--- config.mk ---
export PLATFORM = sky130hd
export DESIGN_NAME = msrv32_fetch_ctrl
export DESIGN_NICKNAME = d
export VERILOG_FILES = /design/src/rtl/msrv32_fetch_ctrl.sv
export SDC_FILE = /design/constraint.sdc
export NUM_CORES = 1
export LEC_CHECK = 0
export BUFFER_PORTS_ARGS = -buffer_cell sky130_fd_sc_hd__buf_2
export CAP_MARGIN = 20
export CORE_AREA = 2 2 72 74
export CTS_CLUSTER_DIAMETER = 200
export DETAILED_ROUTE_END_ITERATION = 7
export DIE_AREA = 0 0 74 76
export PLACE_DENSITY_LB_ADDON = 0.15
export SETUP_SLACK_MARGIN = 0.05
export SLEW_MARGIN = 20
export SYNTH_ARGS = -nofsm -noshare
export SYNTH_HDL_FRONTEND = slang
export SYNTH_SLANG_ARGS = --single-unit
--- constraint.sdc ---
create_clock -name clk_in -period 7 [get_ports clk_in]
set_input_delay 1.4 -clock clk_in [delete_from_list [all_inputs] [get_ports clk_in]]
set_output_delay 1.4 -clock clk_in [all_outputs]
set_load 0.01 [all_outputs]
--- src/rtl/msrv32_fetch_ctrl.sv ---
`default_nettype none
// ============================================================================
//  Module      : msrv32_fetch_ctrl
//  Description : Instruction fetch sequencer for the msrv32 core. Holds the
//                architectural PC, drives the PC mux select and the AHB-lite
//                instruction address phase, captures redirects during bus
//                wait states and kills wrong-path words already in flight.
//  Revision    : 1.0 - initial release
// ============================================================================
module msrv32_fetch_ctrl #(
    parameter logic [31:0] BOOT_ADDRESS = 32'h0000_0000,
    parameter int unsigned BOOT_CYCLES  = 4
) (
    input  logic        clk_in,
    input  logic        rst_n_in,
    input  logic [31:0] pc_mux_in,
    input  logic        trap_in,
    input  logic        mret_in,
    input  logic        branch_taken_in,
    input  logic        stall_in,
    input  logic        ahb_ready_in,
    output logic [1:0]  pc_src_out,
    output logic [31:0] pc_out,
    output logic [31:0] iaddr_out,
    output logic [1:0]  htrans_out,
    output logic        instr_valid_out,
    output logic        flush_out
);

    // FSM encoding
    localparam logic [1:0] C_ST_BOOT  = 2'd0;
    localparam logic [1:0] C_ST_FETCH = 2'd1;
    localparam logic [1:0] C_ST_WAIT  = 2'd2;
    localparam logic [1:0] C_ST_HOLD  = 2'd3;

    // PC mux select codes; C_SRC_BOOT doubles as "no pending redirect"
    localparam logic [1:0] C_SRC_BOOT = 2'b00;
    localparam logic [1:0] C_SRC_EPC  = 2'b01;
    localparam logic [1:0] C_SRC_TRAP = 2'b10;
    localparam logic [1:0] C_SRC_NEXT = 2'b11;

    localparam logic [1:0] C_HTRANS_IDLE   = 2'b00;
    localparam logic [1:0] C_HTRANS_NONSEQ = 2'b10;

    localparam logic [3:0] C_BOOT_LAST = 4'(BOOT_CYCLES - 1);

    logic [1:0]  state_q,       state_d;
    logic [3:0]  boot_cnt_q,    boot_cnt_d;
    logic [31:0] pc_q,          pc_d;
    logic [1:0]  pend_q,        pend_d;
    logic        outstanding_q, outstanding_d;
    logic        kill_q,        kill_d;

    logic [1:0]  w_new_code;
    logic [1:0]  w_redir_code;
    logic        w_active;
    logic        w_addr_phase;
    logic        w_redir;
    logic        w_apply;
    logic        w_latch;
    logic        w_accept;
    logic        w_beat;

    // Priority rank of a redirect code: trap > mret > branch > none
    function automatic logic [1:0] code_rank(input logic [1:0] code);
        logic [1:0] rank;
        case (code)
            C_SRC_TRAP: rank = 2'd3;
            C_SRC_EPC:  rank = 2'd2;
            C_SRC_NEXT: rank = 2'd1;
            default:    rank = 2'd0;
        endcase
        return rank;
    endfunction

    // Redirect arbitration and bus handshake qualifiers
    always_comb begin
        w_new_code = trap_in         ? C_SRC_TRAP :
                     mret_in         ? C_SRC_EPC  :
                     branch_taken_in ? C_SRC_NEXT : C_SRC_BOOT;
        // A latched redirect competes with new events; the stronger one wins
        w_redir_code = (code_rank(pend_q) >= code_rank(w_new_code)) ? pend_q : w_new_code;
        w_active     = (state_q != C_ST_BOOT);
        w_addr_phase = (state_q == C_ST_FETCH) || (state_q == C_ST_WAIT);
        w_redir      = w_active && (w_redir_code != C_SRC_BOOT);
        w_apply      = w_redir && ahb_ready_in;
        w_latch      = w_redir && !ahb_ready_in;
        // A redirect overrides a decode stall; the NONSEQ on the bus is taken
        w_accept     = w_addr_phase && ahb_ready_in && (w_apply || !stall_in);
        w_beat       = ahb_ready_in && outstanding_q;
    end

    // State and datapath registers
    always_ff @(posedge clk_in or negedge rst_n_in) begin
        if (!rst_n_in) begin
            state_q       <= C_ST_BOOT;
            boot_cnt_q    <= 4'd0;
            pc_q          <= BOOT_ADDRESS;
            pend_q        <= C_SRC_BOOT;
            outstanding_q <= 1'b0;
            kill_q        <= 1'b0;
        end else begin
            state_q       <= state_d;
            boot_cnt_q    <= boot_cnt_d;
            pc_q          <= pc_d;
            pend_q        <= pend_d;
            outstanding_q <= outstanding_d;
            kill_q        <= kill_d;
        end
    end

    // Next-state logic
    always_comb begin
        state_d = state_q;
        case (state_q)
            C_ST_BOOT: begin
                if (boot_cnt_q == C_BOOT_LAST) begin
                    state_d = C_ST_FETCH;
                end
            end
            C_ST_FETCH, C_ST_WAIT: begin
                // HREADY low must keep the address phase stable, so it beats stall
                if (w_apply) begin
                    state_d = C_ST_FETCH;
                end else if (!ahb_ready_in) begin
                    state_d = C_ST_WAIT;
                end else if (stall_in) begin
                    state_d = C_ST_HOLD;
                end else begin
                    state_d = C_ST_FETCH;
                end
            end
            C_ST_HOLD: begin
                if (w_apply || !stall_in) begin
                    state_d = C_ST_FETCH;
                end
            end
            default: state_d = C_ST_BOOT;
        endcase
    end

    // Datapath next values: boot counter, PC, pending redirect, in-flight tracking
    always_comb begin
        boot_cnt_d = (state_q == C_ST_BOOT) ? boot_cnt_q + 4'd1 : boot_cnt_q;
        pc_d       = (w_apply || w_accept) ? pc_mux_in : pc_q;

        pend_d = pend_q;
        if (w_apply) begin
            pend_d = C_SRC_BOOT;
        end else if (w_latch) begin
            pend_d = w_redir_code;
        end

        outstanding_d = outstanding_q;
        if (w_accept) begin
            outstanding_d = 1'b1;
        end else if (w_beat) begin
            outstanding_d = 1'b0;
        end

        // The address taken on the redirect cycle belongs to the old path
        kill_d = kill_q;
        if (w_apply && w_addr_phase) begin
            kill_d = 1'b1;
        end else if (w_latch && outstanding_q) begin
            kill_d = 1'b1;
        end else if (w_beat) begin
            kill_d = 1'b0;
        end
    end

    // Output decode
    always_comb begin
        if (!w_active) begin
            pc_src_out = C_SRC_BOOT;
        end else if (w_redir) begin
            pc_src_out = w_redir_code;
        end else begin
            pc_src_out = C_SRC_NEXT;
        end
        htrans_out      = w_addr_phase ? C_HTRANS_NONSEQ : C_HTRANS_IDLE;
        instr_valid_out = w_beat && !kill_q && !w_apply;
        flush_out       = w_apply;
        pc_out          = pc_q;
        iaddr_out       = pc_q;
    end

endmodule
`default_nettype wire

After elaboration in Yosys (flattened, before gate mapping)
Cells that the tools add are included.

Add/subtract/negate cells: 1. Order comparisons: 1. Equality and inequality tests: 12. Mux-type cells: 21. Reductions and logical operators: 25.

Operators with widths (number): $mux W2 (14); $pmux W2 S3 (3); $eq A2 B2 Y1 const B (6); $logic_and A1 B1 Y1 (10); $reduce_bool A2 Y1 (4); $eq A2 B1 Y1 const B (3); $add A4 B1 Y4 const B (1); $eq A4 B2 Y1 const B (1); $logic_not A1 Y1 (4); $mux W1 (4); $ne A2 B2 Y1 const B (2); $logic_or A1 B1 Y1 (3); $reduce_bool A3 Y1 (1); $ge A2 B2 Y1 (1); $logic_not A2 Y1 (1); $reduce_and A2 Y1 (1); $reduce_or A2 Y1 (1).

Bits in registers: 42. Input port bits: 39. Output and inout bits: 70.

Longest topological paths before layout
Gate-level depths: netlist (run 1).

Depth in word-level cells: 13. Depth in mapped cells: 9. Depth with buffers taken out: 8.

Worst setup path after synthesis (run 1)
OpenSTA, ideal clock, no wires.

Kind: in2out. Start point: in branch_taken_in. End point: out pc_src_out[1]. Data arrival time: 3066 ps. Required time: 5600 ps. Setup slack: 2534 ps. Stages on the path: 7. Cells stage by stage: inv_1 -> o21ai_0 -> ha_1 -> or2b_2 -> a21oi_1 -> nor3_1 -> a311oi_1.

Longest elaborated chain between the ends: 11. Elaborated cells between the ends (all ways): 13. Classes of those cells: 1 x order compare; 3 x eq/ne; 7 x mux; 2 x reduce/logical.

RTL lines: start, declared (RTL line 19) `input logic branch_taken_in,`; $mux W2 * (RTL line 80) `branch_taken_in ? C_SRC_NEXT : C_SRC_BOOT;`; $mux W2 * (RTL line 79) `mret_in ? C_SRC_EPC :`; $mux W2 * (RTL line 78) `w_new_code = trap_in ? C_SRC_TRAP :`; $eq A2 B2 Y1 / $eq A2 B1 Y1 (equally long branches) (RTL line 67) `case (code)`; $pmux W2 S3 (RTL line 67); $ge A2 B2 Y1 (RTL line 82) `w_redir_code = (code_rank(pend_q) >= code_rank(w_new_code)) ? pend_q : w_new_code;`; $mux W2 * (RTL line 82); $reduce_bool A2 Y1 (RTL line 85) `w_redir = w_active && (w_redir_code != C_SRC_BOOT);`; $logic_and A1 B1 Y1 (RTL line 85); $mux W2 * (RTL line 176) `end else if (w_redir) begin`; $mux W2 * (RTL line 174) `if (!w_active) begin`; end, declared (RTL line 22) `output logic [1:0] pc_src_out,`.

Mark *: on every way between the ends. The rest lies on a longest branch, timed or not.

Final worst setup path (run 1)
Ends and elaborated chain as after synthesis.

==> results of run 1 <==
## final cells by class
type                    count  area (um2)
multi-input cells          89         953
clock inverters             2        37.5
inverters                   8        30.0
well taps                  70        87.6
flip-flops and latches     42        1050
fillers                   410        2140
clock buffers               6        72.6
repair buffers            108         543
## cell usage in the layout (no fill, tap or decap), types with 2 or more instances in the layout
master	count
nand2_1	3
ha_1	8
nand3b_1	2
clkbuf_8	5
nor3b_1	2
inv_1	8
o21bai_1	2
mux2_4	30
dfrtp_1	42
mux2_2	3
nor2_1	4
a211oi_1	2
mux2i_1	3
o2bb2ai_1	2
nor3_1	4
xnor2_1	2
buf_2	107
o21ai_0	2
## layer usage
layer  GRT usage  vias up  routed length (um)
li1            -      738                   -
met3      0.0410        4                 259
met4      0.0491        0                  42
met2       0.257       64                2040
met5           0        -                   0
met1       0.219      781                2060
## kinds of logic after synthesis
kind of cell,share of synthesized area
fa+ha+maj,0.0429
xor+xnor,0.0113
other cells,0.00161
flops,0.451
compound gates,0.0676
mux,0.221
simple gates,0.0649
buf+inv,0.140
## metrics by stage
step | hold slack, ns | total power, mW | instances
after floorplan | 0.439 | 1.12 | 178
after global placement | 0.457 | 1.24 | 317
after detailed placement | 0.457 | 1.25 | 317
after CTS | 0.473 | 1.45 | 325
after global routing | 0.501 | 1.54 | 325
final | 0.473 | 1.43 | 325
## state kept, by name, indices dropped and copies added, names as in the netlist
signal	count
outstanding_q	1
kill_q	1
iaddr_out	32
boot_cnt_q	4
pend_q	2
state_q	2
## power groups by stage
stage          registers, mW  logic (mW)  clock network (mW)
2_1_floorplan          0.503       0.619                   0
3_3_place_gp           0.465       0.778                   0
3_5_place_dp           0.468       0.781                   0
4_1_cts                0.465       0.786               0.196
5_1_grt                0.485       0.847               0.209
6_report               0.463       0.777               0.190
## worst paths after layout
check / cells after the start / startpoint / slack [ns] / end
min in group asynchronous: 1 / rst_n_in / 1.24 / iaddr_out[10]
min: 1 / boot_cnt_q[3] / 0.47 / boot_cnt_q[3]
max in group asynchronous: 1 / rst_n_in / 5.17 / iaddr_out[19]
max reg2reg: 9 / pend_q[0] / 3.96 / iaddr_out[27]
max: 9 / branch_taken_in / 2.25 / pc_src_out[1]
min reg2reg: 1 / boot_cnt_q[3] / 0.47 / boot_cnt_q[3]
==> flow_metrics.tcl, run 1 <==
set metrics [dict create \
    diodes 0 \
    clock_skew_ns 0.00500 \
    cp_max_fo 7 \
    synth_warnings 0 \
    seqPwrFrac 0.323 \
    cts_setup_buffers 0 \
    synthToLayoutAreaGrowth_pct 19.1 \
    final.min_clock_period_ns 4.75 \
    vias 1587 \
    drt_iter0_markers 74 \
    slew_violations 0 \
    maxSlewHeadroom 0.375 \
    utilization 0.565 \
    synth.area.top_cells "dfrtp_1, mux2_4, buf_4" \
    tightest_slew_ns 0.937 \
    fin_crit_sh 0.678 \
    pin_count 109 \
    setup-tns-final_ns 0 \
    maxCapViolCount 0 \
    synth_top_area_frac 0.451 \
    gp_congestion 0.730 \
    hold_buffers 0 \
    stdcell_area_um2 2780 \
    p_leak_nw 1.44 \
    drc 0 \
    synth-edff-count 0 \
    gr-total-overflow 0 \
    drive_above_1_share 0.608 \
    critPathLaunchType "input port" \
    cp_top_family "compound AO/OA/AOI/OAI gates" \
    swShare 0.383 \
    p_int_uw 882 \
    final_nets 301 \
    start_util 0.475 \
    finalWorstSetupSlack_ns 2.25 \
    synth_cell_types 39 \
    path_cells "buf_2, inv_1, o21ai_0, ha_1, or2b_2, a21oi_1, nor3_1, a311oi_1, buf_2" \
    num_rows 26 \
    yosys.area.top_type "dfrtp_1" \
    yosysSeqAreaShare 0.451 \
    critPathSlowestCell "a21oi_1" \
    cts_tree "yes" \
    die_area_um2 5620 \
    pre_cts_ws_ns 2.27 \
    yosys-top-cells-count "dfrtp_1, buf_4, mux2_4" \
    p_sw_uw 548 \
    ir_worst_vdd_uv 290 \
    worstSetupPathType "input port to output pin" \
    synth-main-ff-cell "dfrtp_1" \
    avgSynthCellArea_um2 13.1 \
    cts.path.max_buffers 2 \
    cts_sinks 42 \
    detail_route.first_pass.iterations 4 \
    postRouteAntennaNets 0 \
    netlist_area_um2 2330 \
    ctsResizeCount 0 \
    hpwl_um 3110 \
    core-area_um2 4910 \
    cts_buffers 5 \
    rsz0062_at_grt "false" \
    path_clk_slew_ns 0.08 \
    ys_ff_latch 42 \
    worstPathRequired_ns 5.60 \
    via_per_inst 4.88 \
    pwr-share-comb 0.543 \
    routed_wl_um 4400 \
    synth_nets 225 \
    cp_num_buf_inv 3 \
    p_clk_frac 0.133 \
    yosysMostFrequentCell "dfrtp_1" \
    dieWidth_um 74 \
    grt_pass1_wl_um 7180 \
    end_kind "output pin" \
    power.density_nw_per_um2 515 \
    setup_viol 0 \
    async_flop_share 1.00 \
    insertion_delay_ns 0.29 \
    grt_max_degree 43 \
    dpl_cell_area_um2 2670 \
    port_buffers 107 \
    antenna_found_initial 0 \
    cts-htree-levels 2 \
    grt_pass1_vias 1460 \
    hold_path.class "flop to flop" \
    status "finished clean" \
    cpMostUsedCell "buf_2" \
    die_h_um 76 \
    track_usage 0.163 \
    wl_per_cell_um 13.5 \
    fmax_mhz 211 \
    finalHoldViolCount 0 \
    critPathArrivalTime_ns 3.35 \
    cts_root_buffer "clkbuf_8" \
    slowest_delay_ns 0.46 \
    syn_inst 178 \
]
Note: power is estimated with default switching activity, not from simulation.
==> inputs of run 2 (changes only) <==
--- a/config.mk
+++ b/config.mk
@@ -7,10 +7,10 @@
 export LEC_CHECK = 0
 export BUFFER_PORTS_ARGS = -buffer_cell sky130_fd_sc_hd__buf_2
 export CAP_MARGIN = 20
-export CORE_AREA = 2 2 72 74
+export CORE_AREA = 2 2 74 76
 export CTS_CLUSTER_DIAMETER = 200
 export DETAILED_ROUTE_END_ITERATION = 7
-export DIE_AREA = 0 0 74 76
+export DIE_AREA = 0 0 76 78
 export PLACE_DENSITY_LB_ADDON = 0.15
 export SETUP_SLACK_MARGIN = 0.05
 export SLEW_MARGIN = 20
==> constraint.sdc (replaced) <==
create_clock -name clk_in -period 4.37 [get_ports clk_in]
set_input_delay 0.874 -clock clk_in [delete_from_list [all_inputs] [get_ports clk_in]]
set_output_delay 0.874 -clock clk_in [all_outputs]
set_load 0.01 [all_outputs]
==> flow_metrics.tcl, run 2 (same netlist as run 1, synthesis figures left out) <==
set metrics [dict create \
    vias 1547 \
    drc 0 \
    cp_max_fo 7 \
    ir_worst_vdd_uv 310 \
    slowest_delay_ns 0.51 \
    die_h_um 78 \
    hold_path.class "flop to flop" \
    multiInputGateArea_um2 953 \
    seq_area_um2 1050 \
    maxSlewHeadroom 0.384 \
    p_int_mw 1.38 \
    clock_skew_ns 0.0103 \
    p_clk_frac 0.117 \
    setup_viol 0 \
    status "finished clean" \
    num_rows 26 \
    antenna_found_initial 0 \
    routed_wl_um 4410 \
    detail_route.first_pass.iterations 4 \
    grt_max_degree 43 \
    hpwl_um 3150 \
    wl_per_cell_um 13.5 \
    gp_congestion 0.766 \
    cts-htree-levels 2 \
    critPathLaunchType "flop" \
    worstSetupPathType "flop to output pin" \
    synthToLayoutAreaGrowth_pct 18.7 \
    grt_pass1_vias 1438 \
    final_cell_mix "buf_2, dfrtp_1, mux2_4, inv_1, ha_1" \
    rsz0062_at_grt "false" \
    hold_buffers 0 \
    seqPwrFrac 0.327 \
    die_area_um2 5930 \
    maxCapViolCount 0 \
    via_per_inst 4.75 \
    drive_above_1_share 0.613 \
    p_total_mw 2.26 \
    core-area_um2 5040 \
    tightest_slew_ns 0.924 \
    dieWidth_um 76 \
    power.density_nw_per_um2 815 \
    start_util 0.462 \
    drt_iter0_markers 42 \
    critPathArrivalTime_ns 2.96 \
    finalHoldViolCount 0 \
    p_sw_uw 881 \
    ctsResizeCount 0 \
    cts_buffers 5 \
    p_leak_nw 1.44 \
    pin_count 109 \
    cts_setup_buffers 0 \
    swShare 0.390 \
    largest_register_ffs 32 \
    cts_tree "yes" \
    setup-tns-final_ns 0 \
    path_cells "inv_1, ha_1, o21bai_1, ha_1, or2b_2, a21oi_1, nor3_1, a311oi_1, buf_2" \
    cp_num_buf_inv 2 \
    insertion_delay_ns 0.30 \
    pwr-share-comb 0.556 \
    end_kind "output pin" \
    cpMostUsedCell "ha_1" \
    diodes 0 \
    critPathSlowestCell "dfrtp_1" \
    slew_violations 0 \
    track_usage 0.152 \
    final.min_clock_period_ns 3.84 \
    gr-total-overflow 0 \
    fillCellCount 445 \
    grt_pass1_wl_um 7160 \
    fin_crit_sh 0.878 \
    postRouteAntennaNets 0 \
    fmax_mhz 261 \
    cp_top_family "compound AO/OA/AOI/OAI gates" \
    worstPathRequired_ns 3.50 \
    final_common_cell "buf_2" \
    cts.path.max_buffers 2 \
    final_nets 302 \
    path_clk_slew_ns 0.09 \
    cts_root_buffer "clkbuf_8" \
    port_buffers 107 \
    cts_sinks 42 \
]
run 2: changes by cell type in the layout (fill, tap and decap cells not counted), sizes merged:
| cell | before | now |
|---|---|---|
| buf | 108 | 109 |
| clkinv | 0 | 1 |
| bufinv | 1 | 0 |
run 2: worst paths after layout:
kind | start | to | slack [ns] | cells past startpoint
max reg2reg | pend_q[0] | iaddr_out[26] | 1.43 | 9
min reg2reg | boot_cnt_q[3] | boot_cnt_q[3] | 0.49 | 1
max in group asynchronous | rst_n_in | iaddr_out[13] | 3.08 | 1
max | pend_q[0] | pc_src_out[1] | 0.53 | 9
min in group asynchronous | rst_n_in | pend_q[1] | 0.71 | 1
min | boot_cnt_q[3] | boot_cnt_q[3] | 0.49 | 1
run 2: layout make-up:
| cell class | instances | share of cell area |
|---|---|---|
| repair buffers | 109 | 0.199 |
| clock buffers | 6 | 0.0298 |
| flip-flops and latches | 42 | 0.380 |
| inverters | 8 | 0.0108 |
| well taps | 70 | 0.0316 |
| multi-input cells | 89 | 0.344 |
| clock inverters | 2 | 0.00452 |
run 2: routing by layer:
layer / wire (um) / global-route usage
met5: 0 / 0
met4: 50 / 0.0491
met3: 337 / 0.0453
met2: 2030 / 0.236
met1: 1990 / 0.206
run 2: worst reg2reg max path, delay by kind of cell (launching register included):
kind            cells  cell delay [ns]
flops               1             0.51
compound gates      2             0.42
fa+ha+maj           2             0.51
simple gates        2             0.49
buf+inv             2             0.52
mux                 1             0.38
run 2: per-stage QoR:
step           worst slack, ns  hold slack, ns  instance area, um2  utilization  std cells
5_1_grt                  0.349           0.530                2770        0.549        326
6_report                 0.534           0.489                2770        0.549        326
3_3_place_gp             0.719           0.460                2670        0.530        318
4_1_cts                  0.543           0.484                2770        0.549        326
2_1_floorplan            0.956           0.439                2330            -        178
3_5_place_dp             0.639           0.468                2670        0.530        318
run 2: power by group through the flow:
stage,clock network (mW),logic (mW),registers [mW]
after floorplan,0,0.991,0.806
after global placement,0,1.27,0.739
after detailed placement,0,1.26,0.744
after CTS,0.278,1.27,0.742
after global routing,0.294,1.35,0.775
final,0.265,1.25,0.738
